===== src/rtl/apb_master.sv =====
// APB initiator: turns a valid/ready command into one APB SETUP/ACCESS
// transfer and returns read data plus error/timeout status on a
// valid/ready response channel. One transfer is in flight at a time.
//
// state  | meaning
// -------+----------------------------------------------------------
// IDLE   | waiting for a command; cmd_ready is high
// SETUP  | psel=1, penable=0 for exactly one cycle
// ACCESS | psel=1, penable=1; waiting for pready or the timeout
// RESP   | response presented until the consumer takes it
module apb_master #(
  parameter int APB_ADDR_WIDTH = 16,
  parameter int APB_DATA_WIDTH = 16,
  parameter int TIMEOUT_CYCLES = 255,
  parameter int TO_WIDTH       = 8
) (
  input  logic                      pclk,
  input  logic                      preset,
  input  logic                      i_cmd_valid,
  output logic                      o_cmd_ready,
  input  logic                      i_cmd_write,
  input  logic [APB_ADDR_WIDTH-1:0] i_cmd_addr,
  input  logic [APB_DATA_WIDTH-1:0] i_cmd_wdata,
  output logic                      o_rsp_valid,
  input  logic                      i_rsp_ready,
  output logic [APB_DATA_WIDTH-1:0] o_rsp_rdata,
  output logic                      o_rsp_err,
  output logic                      o_rsp_timeout,
  output logic                      o_psel,
  output logic                      o_penable,
  output logic                      o_pwrite,
  output logic [APB_ADDR_WIDTH-1:0] o_paddr,
  output logic [APB_DATA_WIDTH-1:0] o_pwdata,
  input  logic                      i_pready,
  input  logic [APB_DATA_WIDTH-1:0] i_prdata,
  input  logic                      i_pslverr
);

  typedef enum logic [1:0] {
    ST_IDLE   = 2'd0,
    ST_SETUP  = 2'd1,
    ST_ACCESS = 2'd2,
    ST_RESP   = 2'd3
  } state_t;

  // Last wait-counter value before the abort fires; meaningless when the
  // timeout is disabled, which TO_EN masks out.
  localparam logic [TO_WIDTH-1:0] TO_LAST = TO_WIDTH'(TIMEOUT_CYCLES - 1);
  localparam bit                  TO_EN   = (TIMEOUT_CYCLES != 0);

  state_t              state;
  logic [TO_WIDTH-1:0] wait_cnt;
  logic                timeout_hit;

  // Abort condition; pready takes priority over this in ACCESS.
  assign timeout_hit = TO_EN && (wait_cnt == TO_LAST);

  // Commands are only taken while idle.
  assign o_cmd_ready = (state == ST_IDLE);

  // Transfer sequencer with all APB and response outputs registered.
  always_ff @(posedge pclk) begin
    if (preset) begin
      state         <= ST_IDLE;
      wait_cnt      <= '0;
      o_psel        <= 1'b0;
      o_penable     <= 1'b0;
      o_pwrite      <= 1'b0;
      o_paddr       <= '0;
      o_pwdata      <= '0;
      o_rsp_valid   <= 1'b0;
      o_rsp_rdata   <= '0;
      o_rsp_err     <= 1'b0;
      o_rsp_timeout <= 1'b0;
    end else begin
      unique case (state)
        ST_IDLE: begin
          if (i_cmd_valid) begin
            o_pwrite  <= i_cmd_write;
            o_paddr   <= i_cmd_addr;
            // Reads drive zero write data so the bus does not leak stale data.
            o_pwdata  <= i_cmd_write ? i_cmd_wdata : '0;
            o_psel    <= 1'b1;
            o_penable <= 1'b0;
            state     <= ST_SETUP;
          end
        end

        ST_SETUP: begin
          o_penable <= 1'b1;
          state     <= ST_ACCESS;
        end

        ST_ACCESS: begin
          if (i_pready) begin
            o_psel        <= 1'b0;
            o_penable     <= 1'b0;
            o_rsp_valid   <= 1'b1;
            o_rsp_err     <= i_pslverr;
            o_rsp_timeout <= 1'b0;
            o_rsp_rdata   <= (!o_pwrite && !i_pslverr) ? i_prdata : '0;
            state         <= ST_RESP;
          end else begin
            // Saturating increment: only reachable with the timeout disabled.
            if (wait_cnt != '1) begin
              wait_cnt <= wait_cnt + TO_WIDTH'(1);
            end
            if (timeout_hit) begin
              o_psel        <= 1'b0;
              o_penable     <= 1'b0;
              o_rsp_valid   <= 1'b1;
              o_rsp_err     <= 1'b1;
              o_rsp_timeout <= 1'b1;
              o_rsp_rdata   <= '0;
              state         <= ST_RESP;
            end
          end
        end

        ST_RESP: begin
          if (i_rsp_ready) begin
            o_rsp_valid <= 1'b0;
            wait_cnt    <= '0;
            state       <= ST_IDLE;
          end
        end

        default: begin
          state <= ST_IDLE;
        end
      endcase
    end
  end

endmodule


===== config.mk =====
export PLATFORM = sky130hd
export DESIGN_NAME = apb_master
export DESIGN_NICKNAME = d
export VERILOG_FILES = /design/src/rtl/apb_master.sv
export SDC_FILE = /design/constraint.sdc
export NUM_CORES = 1
export LEC_CHECK = 0
export ABC_AREA = 1
export ABC_CLOCK_PERIOD_IN_PS = 2000
export CAP_MARGIN = 10
export CELL_PAD_IN_SITES_DETAIL_PLACEMENT = 1
export CELL_PAD_IN_SITES_GLOBAL_PLACEMENT = 1
export CORE_ASPECT_RATIO = 0.8
export CORE_MARGIN = 4
export CORE_UTILIZATION = 30
export CTS_BUF_LIST = sky130_fd_sc_hd__clkbuf_8
export CTS_CLUSTER_DIAMETER = 100
export DETAILED_ROUTE_END_ITERATION = 8
export PLACE_DENSITY = 0.93
export RECOVER_POWER = 100
export SLEW_MARGIN = 20
export SYNTH_ARGS = -nofsm -noshare
export SYNTH_HDL_FRONTEND = slang
export SYNTH_SLANG_ARGS = --single-unit

===== constraint.sdc =====
create_clock -name pclk -period 2 [get_ports pclk]
set_clock_uncertainty 0.1 [all_clocks]
set_input_delay 0.5 -clock pclk [delete_from_list [all_inputs] [get_ports pclk]]
set_output_delay 0.5 -clock pclk [all_outputs]
set_load 0.005 [all_outputs]

==> results.json, run 1 <==
{
  "first_global_vias": 2995,
  "status": "finished, final reports clean",
  "cp_slowest_cell": "dfxtp_1",
  "cts_tree": "yes",
  "clkLatencyLatePin_ns": 0.34,
  "yosysMostFrequentCell": "nand2_1",
  "r2r_start": "state[1]",
  "first_pass_iters": 4,
  "row_count": 30,
  "rsz0062_at_grt": "false",
  "fin_nets": 545,
  "peakVddDrop_mv": 0.421,
  "postSynthCellCount": 370,
  "clock_sinks": 64,
  "pre_cts_ws_ns": -0.0199,
  "synth_area_leaders": "dfxtp_1, nand2_1, nor2_1",
  "cts.reportedPaths.clkPinSlew_ns": 0.07,
  "path_cells": "inv_1, ha_1, dlygate4sd2_1",
  "track_usage": 0.170,
  "syn-num-nets": 431,
  "synth_edf_count": 0,
  "cp_top_family": "flip-flops",
  "cts_buffers": 9,
  "worstHoldStart": "o_pwdata[6]",
  "synth_top_cell_area_share": 0.479,
  "drc": 0,
  "port_buffers": 109,
  "p_per_area_nw_per_um2": 989,
  "cts_setup_buffers": 0,
  "grt_overflow": 0,
  "crit_type": "reg -> out",
  "worst-path-buf-inv": 2,
  "grt_max_degree": 31,
  "leakagePower_nw": 1.78,
  "synthDistinctLibCells": 28,
  "setup_viol": 0,
  "seq_area_frac_synth": 0.479,
  "h-tree-depth": 3,
  "synth-async-reset-ratio": 0,
  "die_h_um": 92.4,
  "period_share": 0.946,
  "place_area_um2": 3890,
  "yosys-top-cells-count": "nand2_1, nor2_1, dfxtp_1",
  "setup_slack_ns": 0.108,
  "clockRootBuffer": "clkbuf_8",
  "hold_path_depth": 2,
  "cts_buffer_depth": 2,
  "finalHoldViolations": 0,
  "path_max_fanout": 3,
  "drv_cap": 0,
  "final_area_um2": 4070,
  "yosys.area.top_type": "dfxtp_1",
  "synth-main-ff-cell": "dfxtp_1",
  "total_power_mw": 4.02,
  "worstPathRequired_ns": 1.40,
  "end_kind": "output port",
  "avgSynthCellArea_um2": 7.23,
  "drt_iter0_drc": 108,
  "slew_headroom": 0.763,
  "dieArea_um2": 10500,
  "max_clock_freq_ghz": 0.528,
  "diodes": 0,
  "ios": 110,
  "tightestPinTransition_ns": 0.356,
  "drive_gt1_frac": 0.0716,
  "crit_path_start_kind": "register",
  "wire_per_inst_um": 14.3,
  "timing.rr.end": "o_paddr[4]",
  "syn_area_um2": 2670,
  "fin_setup_tns_ns": 0,
  "area_growth_pct": 52.1,
  "gp_congestion": 0.813,
  "hp-class": "reg -> reg",
  "critPathArrivalTime_ns": 1.29,
  "ys_seq_elements": 64,
  "initial_core_util": 0.311,
  "ff2ff_setup_slack_ns": 0.19,
  "core_area_um2": 8600,
  "slew_violations": 0,
  "ant_nets": 0,
  "worst_path_largest_cell_delay_ns": 0.37,
  "drt-vias-per-instance": 4.64,
  "whs_ns": 0.365,
  "drt_wl_total_um": 8620,
  "min_to": "o_pwdata[6]",
  "finalCriticalPeriod_ns": 1.89,
  "antenna_found_initial": 0,
  "die_w_um": 114,
  "dp_hpwl_um": 6620,
  "grt_pass1_wl_um": 14400,
  "holdBufCountCts": 0,
  "ys.warnings.count": 0,
  "dr_total_vias": 2790,
  "reg2reg_depth": 8
}
## registers in the layout (all words and copies together), names as in the netlist
signal / flops
o_paddr: 16
o_penable: 1
o_psel: 1
o_pwdata: 16
o_pwrite: 1
o_rsp_err: 1
o_rsp_rdata: 16
o_rsp_timeout: 1
o_rsp_valid: 1
state: 2
wait_cnt: 8
## how the worst max path moves through the flow
stage	startpoint	endpoint	slack, ns	cells after the start
6_report	state[1]	o_cmd_ready	0.11	3
5_1_grt	state[0]	o_psel	0.04	8
4_1_cts	state[1]	o_cmd_ready	0.09	3
3_5_place_dp	i_pready	o_rsp_rdata[7]	-0.02	7
3_3_place_gp	i_pready	o_rsp_rdata[1]	0.04	7
2_1_floorplan	state[0]	o_pwdata[6]	0.48	9
## stage by stage
step / std cells / utilization
detailed placement: 585 / 0.453
floorplan: 370 / -
CTS: 601 / 0.474
global placement: 585 / 0.453
global route: 601 / 0.473
finish: 601 / 0.473
## area by class of cell
type / instances / area, um2
inverter: 29 / 114
sequential: 64 / 1280
timing repair buffer: 118 / 1150
clock buffer: 11 / 151
clock inverter: 5 / 32.5
fill: 1083 / 4530
multi-input combinational: 262 / 1190
tap: 112 / 140
## tightest hold or removal path: cells and delay by family, from the launching register on
kind | cells | cell delay, ns
AND/OR/NAND/NOR | 1 | 0.06
AO/OA/AOI/OAI | 1 | 0.05
flip-flops | 1 | 0.31
## routing by layer
layer / up-vias / GRT usage / part of all wire
li1: 1398 / - / -
met1: 1291 / 0.210 / 0.44
met2: 93 / 0.277 / 0.46
met3: 8 / 0.0738 / 0.089
met4: 0 / 0.0320 / 0.0097
met5: - / 0 / 0
## where the power goes
| part | switching, mW | internal [mW] |
|---|---|---|
| registers | 0.130 | 1.52 |
| clock network | 0.502 | 0.512 |
| logic | 0.717 | 0.642 |
| total | 1.35 | 2.67 |
## cell usage in the layout, fill, tap and decap left out, types with 2 or more instances in the layout
master,netlist,layout
clkinvlp_4,0,2
clkinv_1,2,2
dfxtp_1,64,63
buf_4,2,7
inv_2,2,2
nand2_2,4,2
ha_1,6,6
nor2_1,80,79
a21oi_1,33,33
dlygate4sd3_1,0,55
clkbuf_8,0,11
nand3_1,8,8
nand2_1,81,83
o21ai_0,37,37
o21bai_1,3,3
inv_1,24,25
clkdlybuf4s50_1,0,53
## cells by family (layout without fill, tap and decap cells)
| group | after synthesis | in the layout | share of synthesized area |
|---|---|---|---|
| adders and majority gates | 6 | 6 | 0.0281 |
| and+or+nand+nor | 179 | 179 | 0.269 |
| DFF | 64 | 64 | 0.479 |
| buffers and inverters | 44 | 163 | 0.0730 |
| AOI/OAI and AO/OA | 76 | 76 | 0.147 |
| xor gates and xnor gates | 1 | 1 | 0.00328 |
## what timing repair did
| item | CTS | global route |
|---|---|---|
| endpoints found under the hold margin | 0 | 0 |
| gates resized for setup | 2 | 1 |
| setup endpoints to repair | 1 | 3 |
No activity file was read; power rests on OpenSTA's default activity.
==> run 2: changes to the inputs <==
Settings changed: SKIP_LAST_GASP set to 1.
==> results of run 2 <==
Final layout, timing and power as in run 1 (identical DEF).
